<file path="src/rtl/pio_in_pkg.sv">
// Shared definitions for the debounced edge-capture input PIO:
// register word addresses and the Avalon data-bus width.
package pio_in_pkg;

    localparam int DATA_W = 32;

    localparam logic [2:0] ADDR_DATA         = 3'd0;
    localparam logic [2:0] ADDR_RAW          = 3'd1;
    localparam logic [2:0] ADDR_IRQ_MASK     = 3'd2;
    localparam logic [2:0] ADDR_EDGE_CAPTURE = 3'd3;
    localparam logic [2:0] ADDR_RISE_EN      = 3'd4;
    localparam logic [2:0] ADDR_FALL_EN      = 3'd5;
    localparam logic [2:0] ADDR_DEBOUNCE     = 3'd6;

endpackage

</file>
<file path="src/rtl/pio_debounce_bit.sv">
// One input bit: synchroniser chain, runtime-length debounce counter and
// stable/stable_d flops used by the parent for edge detection.
module pio_debounce_bit #(
    parameter int SYNC_STAGES = 2,
    parameter int DB_WIDTH    = 16
) (
    input  logic                clk,
    input  logic                reset_n,
    input  logic                in_bit,
    input  logic [DB_WIDTH-1:0] debounce,
    output logic                sync,
    output logic                stable,
    output logic                stable_d
);

    logic [SYNC_STAGES-1:0] sync_reg;
    logic [DB_WIDTH-1:0]    cnt_reg;
    logic                   stable_reg;
    logic                   stable_d_reg;

    assign sync     = sync_reg[SYNC_STAGES-1];
    assign stable   = stable_reg;
    assign stable_d = stable_d_reg;

    // ">=" rather than "==" so lowering debounce mid-count commits promptly
    // and the counter can never wrap past the threshold.
    always_ff @(posedge clk or negedge reset_n) begin
        if (!reset_n) begin
            sync_reg     <= '0;
            cnt_reg      <= '0;
            stable_reg   <= 1'b0;
            stable_d_reg <= 1'b0;
        end else begin
            sync_reg     <= {sync_reg[SYNC_STAGES-2:0], in_bit};
            stable_d_reg <= stable_reg;
            if (sync == stable_reg) begin
                cnt_reg <= '0;
            end else if (cnt_reg >= debounce) begin
                stable_reg <= sync;
                cnt_reg    <= '0;
            end else begin
                cnt_reg <= cnt_reg + 1'b1;
            end
        end
    end

endmodule

</file>
<file path="src/rtl/pio_in_edge_debounce.sv">
// Avalon-MM input PIO with per-bit synchroniser, debounce filter, selectable
// rising/falling edge capture (write-1-to-clear) and a masked interrupt.
module pio_in_edge_debounce
    import pio_in_pkg::*;
#(
    parameter int          WIDTH       = 8,
    parameter int          SYNC_STAGES = 2,
    parameter int          DB_WIDTH    = 16,
    parameter int unsigned DB_RESET    = 0
) (
    input  logic              clk,
    input  logic              reset_n,
    input  logic [2:0]        address,
    input  logic              chipselect,
    input  logic              write_n,
    input  logic [DATA_W-1:0] writedata,
    input  logic [WIDTH-1:0]  in_port,
    output logic [DATA_W-1:0] readdata,
    output logic              irq
);

    logic [WIDTH-1:0]    irq_mask_reg;
    logic [WIDTH-1:0]    edge_capture_reg;
    logic [WIDTH-1:0]    edge_capture_next;
    logic [WIDTH-1:0]    rise_en_reg;
    logic [WIDTH-1:0]    fall_en_reg;
    logic [DB_WIDTH-1:0] debounce_reg;
    logic [DATA_W-1:0]   readdata_reg;
    logic [DATA_W-1:0]   readdata_next;

    logic [WIDTH-1:0] sync_bits;
    logic [WIDTH-1:0] stable_bits;
    logic [WIDTH-1:0] stable_d_bits;
    logic [WIDTH-1:0] edge_hit;
    logic [WIDTH-1:0] ec_clear;
    logic             wr_en;
    logic             unused_writedata;

    assign unused_writedata = ^writedata;

    genvar gi;
    generate
        for (gi = 0; gi < WIDTH; gi++) begin : g_bit
            pio_debounce_bit #(
                .SYNC_STAGES (SYNC_STAGES),
                .DB_WIDTH    (DB_WIDTH)
            ) u_bit (
                .clk      (clk),
                .reset_n  (reset_n),
                .in_bit   (in_port[gi]),
                .debounce (debounce_reg),
                .sync     (sync_bits[gi]),
                .stable   (stable_bits[gi]),
                .stable_d (stable_d_bits[gi])
            );
        end
    endgenerate

    assign wr_en    = chipselect && !write_n;
    assign edge_hit = (stable_bits & ~stable_d_bits & rise_en_reg)
                    | (~stable_bits & stable_d_bits & fall_en_reg);
    assign ec_clear = (wr_en && address == ADDR_EDGE_CAPTURE) ? writedata[WIDTH-1:0] : '0;

    // A new edge is OR-ed in after the clear so a coincident event is never lost.
    assign edge_capture_next = (edge_capture_reg & ~ec_clear) | edge_hit;

    always_comb begin
        readdata_next = '0;
        case (address)
            ADDR_DATA:         readdata_next[WIDTH-1:0]    = stable_bits;
            ADDR_RAW:          readdata_next[WIDTH-1:0]    = sync_bits;
            ADDR_IRQ_MASK:     readdata_next[WIDTH-1:0]    = irq_mask_reg;
            ADDR_EDGE_CAPTURE: readdata_next[WIDTH-1:0]    = edge_capture_reg;
            ADDR_RISE_EN:      readdata_next[WIDTH-1:0]    = rise_en_reg;
            ADDR_FALL_EN:      readdata_next[WIDTH-1:0]    = fall_en_reg;
            ADDR_DEBOUNCE:     readdata_next[DB_WIDTH-1:0] = debounce_reg;
            default:           readdata_next = '0;
        endcase
    end

    always_ff @(posedge clk or negedge reset_n) begin
        if (!reset_n) begin
            irq_mask_reg     <= '0;
            edge_capture_reg <= '0;
            rise_en_reg      <= '1;
            fall_en_reg      <= '1;
            debounce_reg     <= DB_WIDTH'(DB_RESET);
            readdata_reg     <= '0;
        end else begin
            edge_capture_reg <= edge_capture_next;
            readdata_reg     <= readdata_next;
            if (wr_en) begin
                case (address)
                    ADDR_IRQ_MASK: irq_mask_reg <= writedata[WIDTH-1:0];
                    ADDR_RISE_EN:  rise_en_reg  <= writedata[WIDTH-1:0];
                    ADDR_FALL_EN:  fall_en_reg  <= writedata[WIDTH-1:0];
                    ADDR_DEBOUNCE: debounce_reg <= writedata[DB_WIDTH-1:0];
                    default: ;
                endcase
            end
        end
    end

    assign readdata = readdata_reg;
    assign irq      = |(edge_capture_reg & irq_mask_reg);

endmodule

</file>
<file path="config.mk">
export PLATFORM = sky130hd
export DESIGN_NAME = pio_in_edge_debounce
export DESIGN_NICKNAME = d
export VERILOG_FILES = /design/src/rtl/pio_in_pkg.sv /design/src/rtl/pio_debounce_bit.sv /design/src/rtl/pio_in_edge_debounce.sv
export SDC_FILE = /design/constraint.sdc
export NUM_CORES = 1
export LEC_CHECK = 0
export CAP_MARGIN = 30
export CORE_MARGIN = 2
export CORE_UTILIZATION = 41
export DETAILED_ROUTE_END_ITERATION = 12
export MAX_ROUTING_LAYER = met4
export PLACE_DENSITY = 0.59
export SKIP_CTS_REPAIR_TIMING = 1
export SYNTH_ARGS = -nofsm -noshare
export SYNTH_HDL_FRONTEND = slang
export SYNTH_SLANG_ARGS = --single-unit
</file>
<file path="constraint.sdc">
create_clock -name clk -period 2.9 [get_ports clk]
set_input_delay 0.435 -clock clk [delete_from_list [all_inputs] [get_ports clk]]
set_output_delay 0.435 -clock clk [all_outputs]
set_load 0.005 [all_outputs]
</file>
==> summary.md, run 1 <==
| Metric | Value |
|---|---|
| Clock Pin Slew Worst Setup and Hold Paths | approximately 0.060 ns |
| EDFF count, synth | 0 |
| Synth top area share | 0.4144 |
| Area of the multi-input gates | 6596 um2 |
| Worst VDD drop | 0.4139 mV |
| PD cells | 581.2 nW/um2 |
| CP Launch Type | register |
| CP Data Arrival Time | 2.99 ns |
| Final routed DRC violation total | 0 |
| RSZ-0062 raised after global routing | no |
| Syn avg cell area | 10.19 um2 |
| Setup crit end kind | register |
| Global route overflow | 0 |
| Worst slew margin | 0.5261 |
| Max-Cap Viols | 0 |
| CTS tree | yes |
| FF/Latch Area | 5625 um2 |
| Area post-placement | 13,750 um2 |
| H-tree level count | 1 |
| DRT Wirelength | 30.29 mm |
| Setup CP Type | register to register |
| Initial antenna violation count | 0 |
| Starting Density | 0.4138 |
| Hold Vio Cnt, Final | 0 |
| Final setup TNS | 0 ns |
| Required time of the critical path | roughly 3.4 ns |
| Fmax | 395.3 MHz |
| Syn-to-layout area delta | 16.65% |
| Type of the most critical hold path | input pin to register |
| DR vias/cell | 5.222 |
| Clk buf depth | 3 |
| Max reg flops | 128 |
| Slew @ Worst Pin | 0.7094 ns |
| List of most frequent post-synthesis cells | dfrtp_1 (208), ha_1 (136), nor2_1 (135) |
| Sequential cell area fraction in the yosys report | 0.4479 |
| Avg WL per Cell | 17.40 um |
| Top cell type by total area after synthesis | dfrtp_1 |
| Input/output buffers | 47 |
| 1st-pass router iterations | 5 |
| Gpl congestion | 0.8364 |
| Simple-gate share of the synthesized area | 0.1804 |
| Tcrit/Tclk final | 0.8724 |
| Die ar. | 32,050 um2 |
| Largest family of logic cells by synthesized area | simple AND/OR/NAND/NOR gates |
| Largest net degree at the start of global routing | 77 |
| Synthesized-area fraction occupied by adder cells | 0.1355 |
| GRT Total Usage | 0.2030 |
| Status | complete, no violations |
| Total number of vias | 9,091 |
| LEAKAGE | 0.006823 uW |
| Compound-cell area share of the yosys netlist | 0.07262 |
| I/O pin total | 80 |
| DR iter-0 viols | approximately 570 |
| Netlist Area Pre-Place | 12,560 um2 |
| Global-route wire length before repair | 49.45 mm |
| Die X-Extent | 179.0 um |
| Dominant synthesized flop cell | dfrtp_1 |
| # fillers | 2,832 |
| Vias in the first global route | 9,067 |
| Post-Syn Instances | 1,232 |
| Top cells by area, synth | dfrtp_1 (41%), ha_1 (14%), xor2_1 (5.8%) |
| Clock Sinks | 224 |
| Clock skew | 0.009454 ns |
| Async set or reset register ratio after synthesis | 1.000 |
| Core ar. | 30,350 um2 |
| Diodes inserted | 0 |
| Yosys reg bits | 224 |
| Clock network latency to the later pin of the worst-skew pair | approximately 0.54 ns |
| Final instance area | roughly 15,000 um2 |
| Final HPWL from detailed placement | approximately 21 mm |
| Post-synthesis xor/xnor area fraction | 0.08368 |
| Final setup viols | 0 |
| Proportion of layout cells with a drive suffix above 1 | 0.1138 |
| Post-synth cell types | 55 |
| Post-route ant nets | 0 |
| Mux cell area share after synthesis | 0.04772 |
| Die height | ~180 um |
| Final Critical Period | 2.530 ns |
| # rows | 64 |
| Reg2reg setup slack | 0.37 ns |
| Ys Warns | 0 |
| Nets | between 1.5k and 2k |
| Worst-path fanout max | 11 |
| Count leader, synth | dfrtp_1 |
| Root buf cell | clkbuf_16 |
| Final Max Slew Viols | 0 |
| Clock buffer count from CTS | 26 |
-- layout make-up --
type / instances / area share
Clock inverter: 5 / 0.003416
Clock buffer: 43 / 0.05705
Inverter: 42 / 0.01076
Tap cell: 396 / 0.03382
Sequential cell: 224 / 0.3840
Multi-Input combinational cell: 938 / 0.4503
Timing Repair Buffer: 93 / 0.06072
-- worst paths after layout --
path | cells after the start | from | endpoint
min in group asynchronous | 2 | reset_n | g_bit[4].u_bit.cnt_reg[5]
worst max register to register | 9 | debounce_reg[0] | g_bit[6].u_bit.cnt_reg[15]
worst min-delay path | 1 | in_port[4] | g_bit[4].u_bit.sync_reg[0]
worst max-delay path | 9 | debounce_reg[0] | g_bit[6].u_bit.cnt_reg[15]
max in group asynchronous | 3 | reset_n | fall_en_reg[3]
worst min register to register | 0 | g_bit[5].u_bit.sync_reg[0] | g_bit[5].u_bit.sync_reg[1]
-- metrics by stage --
step,hold slack [ns],power [uW],util,instances,setup WS (ns)
after floorplan,0.1394,4456,-,1247,0.6870
after global placement,0.3352,5181,0.4526,1690,0.3759
after detailed placement,0.3358,5238,0.4532,1692,0.3634
after CTS,-0.1054,8605,0.4824,1740,0.3787
after global routing,0.3285,8981,0.4827,1741,0.1754
final,0.3402,8515,0.4827,1741,0.3700
-- cells by family after synthesis --
| family | Yosys count |
|---|---|
| AOI/OAI and AO/OA | 147 |
| xor gates and xnor gates | 120 |
| adders and majority gates | 136 |
| buffers and inverters | 85 |
| DFF | 224 |
| muxes | 48 |
| other | 1 |
| and+or+nand+nor | 471 |
-- cell usage in the layout, fill, tap and decap left out, types with 6 or more instances in the layout --
| master | instances |
|---|---|
| dfrtp_1 | 208 |
| ha_1 | 136 |
| nor2_1 | 135 |
| nand2_1 | 118 |
| xor2_1 | 83 |
| nand3_1 | 58 |
| a21oi_1 | 53 |
| clkdlybuf4s50_1 | 46 |
| inv_1 | 42 |
| nor3_1 | 42 |
| o21ai_0 | 40 |
| buf_4 | 39 |
| xnor2_1 | 37 |
| mux2_2 | 35 |
| nand4_1 | 33 |
| and3_1 | 30 |
| clkbuf_16 | 27 |
| and4_1 | 18 |
| conb_1 | 16 |
| dfstp_2 | 16 |
| o211ai_1 | 13 |
| clkbuf_8 | 10 |
| nand2b_1 | 8 |
| nor4_1 | 8 |
| mux2i_1 | 7 |
| a22oi_1 | 7 |
| nand3b_1 | 7 |
| mux4_2 | 6 |
| clkbuf_1 | 6 |
-- report_power, final --
part	switching [uW]	leakage, uW	internal [uW]
Combinational	932	0.00344	680
Sequential	197	0.00294	3380
Clock	1280	0.000441	2040
Total	2410	0.00682	6100
-- per-layer routing --
layer | GRT usage | share of wire
met5 | - | 0
met4 | 0.04268 | 0.017
met3 | 0.02735 | 0.039
met2 | 0.3216 | 0.46
met1 | 0.2792 | 0.48
-- worst max-delay path, stage by stage, from the launching register on --
cell and delay [ns]:
dfrtp_1 0.55, buf_4 0.25, buf_4 0.16, ha_1 0.29, nor3b_1 0.21, nor2_1 0.07
o311ai_0 0.38, nand4_1 0.19, buf_4 0.22, nor2_1 0.12
Power figures use the tool's default switching activity.
==> run 2: changes to the inputs <==
Settings changed: SYNTH_HIERARCHICAL from default to 1.
Clock period 2.9 ns to 2.35 ns, I/O delays scaled along.
==> run 2 against run 1 <==
Area after synthesis is 5.6% higher; combinational power is 120% higher; global-route usage is 1.0 points lower; clock skew is 0.0060 ns higher; non-clock buffer count is 21 higher; maximum frequency is 13% higher; critical path type unchanged; largest cell class unchanged.
==> summary.md, run 2 <==
| Metric | Value |
|---|---|
| Avg WL per Cell | 16.48 um |
| Netlist Area Pre-Place | around 13,000 um2 |
| Clk buf depth | 3 |
| DR iter-0 viols | 539 |
| Final routed DRC violation total | 0 |
| Final Critical Period | 2.248 ns |
| Reg2reg path depth | 8 |
| DRT Wirelength | 30.69 mm |
| 1st-pass router iterations | 4 |
| # rows | 65 |
| Final Non-Filler Cells | 1,863 |
| Hold Vio Cnt, Final | 0 |
| Worst slew margin | 0.6243 |
| Clock buffer count from CTS | 26 |
| Global route overflow | 0 |
| Post-synth cell types | 49 |
| Ys Warns | 6 |
| Max reg flops | 128 |
| Hold Path Stages | 1 |
| Count leader, synth | dfrtp_1 |
| Type of the most critical hold path | input pin to register |
| PD cells | 826.8 nW/um2 |
| Required time of the critical path | 2.80 ns |
| Top cells by area, synth | dfrtp_1 (39%), ha_1 (13%), xor2_1 (6.3%) |
| Pre-CTS setup slack | -0.04383 ns |
| Tcrit/Tclk final | 0.9566 |
| Dpl cells | 1,814 |
| List of most frequent post-synthesis cells | dfrtp_1 (208), nor2_1 (170), inv_1 (159) |
| Most common cell after layout, fill and taps aside | dfrtp_1 |
| Vias in the first global route | 9,377 |
| Final WS setup | just over 0.1 ns |
| Total number of vias | 9,510 |
| GRT Total Usage | 0.1930 |
| Syn-to-layout area delta | 18.24% |
| CP most frequent cell | buf_4 |
| Clock skew | 0.01544 ns |
| Die X-Extent | 183.8 um |
| Clock network latency to the later pin of the worst-skew pair | 0.53 ns |
| Post-Syn Instances | 1,327 |
| Clock Sinks | ~220 |
| Starting Density | 0.4181 |
| Final HPWL from detailed placement | about 23 mm |
| Yosys reg bits | 224 |
| Syn avg cell area | 9.993 um2 |
| Setup crit end kind | register |
| Fmax | 444.8 MHz |
| Setup CP Type | register to register |
| Worst-path cell chain | buf_4 > ha_1 > nand2b_1 > a2111oi_2 > nand3b_1 > nand4_2 > buf_4 > nor2_1 |
| Crit-path slowest cell | dfrtp_2 |
| Input/output buffers | 47 |
| Core ar. | ~32,000 um2 |
| Status | complete, no violations |
| Post-route ant nets | 0 |
| Sequential cell area fraction in the yosys report | 0.4242 |
| Worst VDD drop | 0.5616 mV |
| Final Max Slew Viols | 0 |
| Max-Cap Viols | 0 |
| Leading cell types in the layout, fill and taps excluded | dfrtp_1 (203), nor2_1 (170), inv_1 (159), ha_1 (136), xor2_1 (96) |
| Initial antenna violation count | 1 |
| Slew @ Worst Pin | between 0.5 and 0.6 ns |
| Final Hold Slack | between 0.2 and 0.3 ns |
| Die height | 183.8 um |
| H-tree level count | 1 |
| DR vias/cell | 5.105 |
| Global-route wire length before repair | 50.28 mm |
| CP Launch Type | register |
| Nets | 1,624 |
| Die ar. | 33,800 um2 |
| EDFF count, synth | 0 |
| Diodes inserted | 0 |
| Worst-path fanout max | 16 |
| Proportion of layout cells with a drive suffix above 1 | 0.1458 |
| CTS tree | yes |
| CP Data Arrival Time | 2.70 ns |
| Root buf cell | clkbuf_16 |
| Async set or reset register ratio after synthesis | 1.000 |
| Largest net degree at the start of global routing | 53 |
| Clock Pin Slew Worst Setup and Hold Paths | 0.06 ns |
| Worst path max stage delay | 0.48 ns |
| Synth top area share | 0.3925 |
| Gpl congestion | just over 0.8 |
| Top cell type by total area after synthesis | dfrtp_1 |
| I/O pin total | 80 |
| Final setup viols | 0 |
| LEAKAGE | 0.007571 uW |
| Dominant synthesized flop cell | dfrtp_1 |
## run 2: cell types whose count changed after synthesis, moves of 18 or more
cell	previous run	this run
and3_1	30	8
mux2_2	35	53
nand2_1	118	75
nand4_1	33	63
inv_1	42	159
nor3_1	42	8
nor2_1	135	170
nand3_1	58	36
## run 2: cells by family after synthesis
kind of cell             share of synthesized area
AND/OR/NAND/NOR                             0.1749
AO/OA/AOI/OAI                              0.06520
buffers and inverters                      0.06831
adder cells (fa/ha/maj)                     0.1283
other                                    0.0002828
flip-flops                                  0.4242
multiplexers                               0.05944
XOR/XNOR                                   0.07926
## run 2: path summary, 6_finish.rpt
check                                                 from                         end  slack, ns
worst min register to register  g_bit[3].u_bit/sync_reg[0]  g_bit[3].u_bit/sync_reg[1]       0.35
max in group asynchronous                          reset_n              rise_en_reg[7]       1.27
min in group asynchronous                          reset_n  g_bit[1].u_bit/cnt_reg[14]       0.33
worst min-delay path                            in_port[2]  g_bit[2].u_bit/sync_reg[0]       0.26
worst max register to register             debounce_reg[0]   g_bit[2].u_bit/cnt_reg[5]       0.10
worst max-delay path                       debounce_reg[0]   g_bit[2].u_bit/cnt_reg[5]       0.10
## run 2: per-stage QoR
stage,util,power (uW),TNS [ns],cell area [um2]
after CTS,0.4904,13070,-0.8901,15550
after floorplan,-,7058,0,13320
after global routing,0.4943,13790,-0.008288,15680
final,0.4943,12960,0,15680
after detailed placement,0.4598,8479,-0.3447,14580
after global placement,0.4598,8376,0,14580
## run 2: layout make-up
cell class	instances	area, um2
clock inverters	9	170.2
fillers	2840	16040
flip-flops and latches	224	5632
clock buffers	39	800.8
repair buffers	114	1085
multi-input cells	916	6892
inverters	159	596.8
well taps	402	503.0
## run 2: metal layers
metal / up-vias / part of all wire / track usage
met1: 4614 / 0.48 / 0.2589
li1: 4708 / - / -
met3: 48 / 0.034 / 0.02120
met4: 0 / 0.022 / 0.04448
met5: - / 0 / -
met2: 140 / 0.47 / 0.3152
## run 2: worst max-delay path, delay by kind of cell (launching register included)
family	cells	cell delay [ns]
AND/OR/NAND/NOR	4	0.58
flip-flops	1	0.48
adder cells (fa/ha/maj)	1	0.29
buffers and inverters	2	0.42
AO/OA/AOI/OAI	1	0.39
## run 2: power breakdown
| group | internal, uW | total (uW) | switching [uW] |
|---|---|---|---|
| Sequential | 4410 | 4970 | 556 |
| Clock | 2890 | 4520 | 1630 |
| Combinational | 1550 | 3480 | 1920 |
| Total | 8850 | 13000 | 4110 |
==> run 3: changes to the inputs <==
Settings changed: DONT_BUFFER_PORTS from default to 1, PLACE_DENSITY 0.59 to 0.55.
==> run 3 against run 2 <==
The flow now finishes with violations (negative hold slack); combinational power decreased by 4%; cell area decreased by 3.4%; sequential cell count unchanged; sequential power about the same; largest cell class unchanged.
==> summary.md, run 3 (same netlist as run 2, synthesis figures left out) <==
| Metric | Value |
|---|---|
| Avg WL per Cell | roughly 17 um |
| Area of the multi-input gates | 6917 um2 |
| Vias in the first global route | 9,119 |
| Gr busiest metal | met2 |
| Clk pwr share | 0.329 |
| PD cells | 813.5 nW/um2 |
| Gate power share | 0.270 |
| CP Launch Type | register |
| Worst-path fanout max | 3 |
| Initial antenna violation count | 0 |
| Slew @ Worst Pin | 0.6050 ns |
| Final HPWL from detailed placement | between 20 and 25 mm |
| GRT Total Usage | 0.1921 |
| LEAKAGE | 0.007305 uW |
| Met3 Usage GRT | 0.03308 |
| Starting Density | 0.4181 |
| Share of power burned in registers | 0.401 |
| Input/output buffers | 0 |
| Clock buffer count from CTS | 26 |
| # fillers | between 2k and 3k |
| Most common cell after layout, fill and taps aside | dfrtp_1 |
| FF/Latch Area | 5627 um2 |
| Die X-Extent | 183.8 um |
| Proportion of layout cells with a drive suffix above 1 | 0.1286 |
| Reg2reg path depth | 8 |
| Final Max Slew Viols | 0 |
| Die height | 183.8 um |
| DR iter-0 viols | 359 |
| H-tree level count | 1 |
| Met1 usage | 0.2582 |
| Die ar. | 33,800 um2 |
| Worst slew margin | 0.5962 |
| RSZ-0062 raised after global routing | yes |
| Setup crit end kind | register |
| CP Data Arrival Time | approximately 2.7 ns |
| DRT Wirelength | 31.26 mm |
| Type of the most critical hold path | input pin to async pin |
| Setup CP Type | register to register |
| Post-route ant nets | 0 |
| Status | complete, but fails checks |
| Total number of vias | between 9k and 10k |
| Nets | 1,579 |
| Final setup TNS | 0 ns |
| Reg2reg setup slack | 0.06 ns |
| Gpl congestion | 0.8135 |
| Worst R2R Start | debounce_reg[13] |
| Clk buf depth | 3 |
| 1st-pass router iterations | 5 |
| Final Critical Period | 2.292 ns |
| P_int | 8301 uW |
| P_sw | 4025 uW |
| Global route overflow | 0 |
| Diodes inserted | 0 |
| Final core utilization | 0.4777 |
| Core ar. | 31,720 um2 |
| Max-Cap Viols | 0 |
| Clock network latency to the later pin of the worst-skew pair | around 0.55 ns |
| Met2 Usage GRT | 0.3035 |
| Syn-to-layout area delta | 14.27% |
| # rows | 65 |
| Largest net degree at the start of global routing | 225 |
| Final Hold Slack | -0.4935 ns |
| Root buf cell | clkbuf_16 |
| Required time of the critical path | 2.78 ns |
| CTS tree | yes |
| Leading cell types in the layout, fill and taps excluded | dfrtp_1 (207), nor2_1 (170), inv_1 (159), ha_1 (134), xor2_1 (96) |
| Clock Pin Slew Worst Setup and Hold Paths | ~0.06 ns |
| Clock skew | 0.01681 ns |
| DR vias/cell | 5.139 |
| Final routed DRC violation total | 0 |
| Global-route wire length before repair | 49.49 mm |
| Worst VDD drop | 0.6798 mV |
| FF-to-FF End | g_bit[4].u_bit/stable |
| Hold Vio Cnt, Final | 224 |
| Fmax | between 400 and 500 MHz |
| Sw frac | 0.3265 |
| Final setup viols | 0 |
| I/O pin total | 80 |
| Failing checks | negative hold slack |
| Clock Sinks | 224 |
| Max reg flops | 128 |
| Tcrit/Tclk final | 0.9753 |
## run 3: cell type report
class | count | area share
multi-input cells | 916 | 0.4565
flip-flops and latches | 224 | 0.3713
clock buffers | 37 | 0.04897
repair buffers | 69 | 0.04277
inverters | 159 | 0.03939
well taps | 402 | 0.03320
clock inverters | 10 | 0.007845
## run 3: critical path, cell delays in order, from the launching register on
cell and delay (ns):
dfrtp_1 0.38, buf_4 0.12, inv_1 0.04, ha_1 0.34, a21o_1 0.21, a21o_1 0.21
a2111oi_4 0.41, nand3_1 0.14, mux2_1 0.32
## run 3: per-stage QoR
stage | std cells | total power (uW) | hold WS (ns) | worst slack [ns] | cell area, um2
floorplan | 1342 | 7058 | 0.05691 | 0.1652 | 13320
global placement | 1741 | 8079 | 0.07180 | 0.02238 | 13840
detailed placement | 1741 | 8149 | 0.07144 | -0.01522 | 13840
CTS | 1788 | 12300 | -0.5174 | -0.03052 | 14700
global route | 1817 | 13160 | -0.5334 | -0.03347 | 15150
finish | 1817 | 12330 | -0.4935 | 0.05811 | 15150
## run 3: routing by layer
metal / vias to the layer above / share of wire / wire length, um
li1: 4624 / - / -
met1: 4526 / 0.48 / 14960
met2: 141 / 0.46 / 14410
met3: 46 / 0.039 / 1220
met4: 0 / 0.021 / 664
met5: - / 0 / 0
## run 3: power by group through the flow
stage / Clock [uW] / Combinational [uW] / Sequential (uW)
6_report: 4050 / 3330 / 4940
5_1_grt: 4350 / 3780 / 5020
4_1_cts: 4190 / 3170 / 4940
3_5_place_dp: 0 / 3140 / 5010
3_3_place_gp: 0 / 3090 / 4990
2_1_floorplan: 0 / 2180 / 4880
## run 3: worst max-delay path by stage
stage / start / endpoint / slack, ns / depth (start not counted)
floorplan: debounce_reg[15] / g_bit[4].u_bit/stable / 0.17 / 7
detailed placement: debounce_reg[13] / g_bit[6].u_bit/stable / -0.02 / 8
finish: debounce_reg[13] / g_bit[4].u_bit/stable / 0.06 / 8
global route: debounce_reg[13] / g_bit[2].u_bit/cnt_reg[5] / -0.03 / 9
global placement: debounce_reg[13] / g_bit[6].u_bit/stable / 0.02 / 8
CTS: debounce_reg[15] / g_bit[1].u_bit/cnt_reg[3] / -0.03 / 9
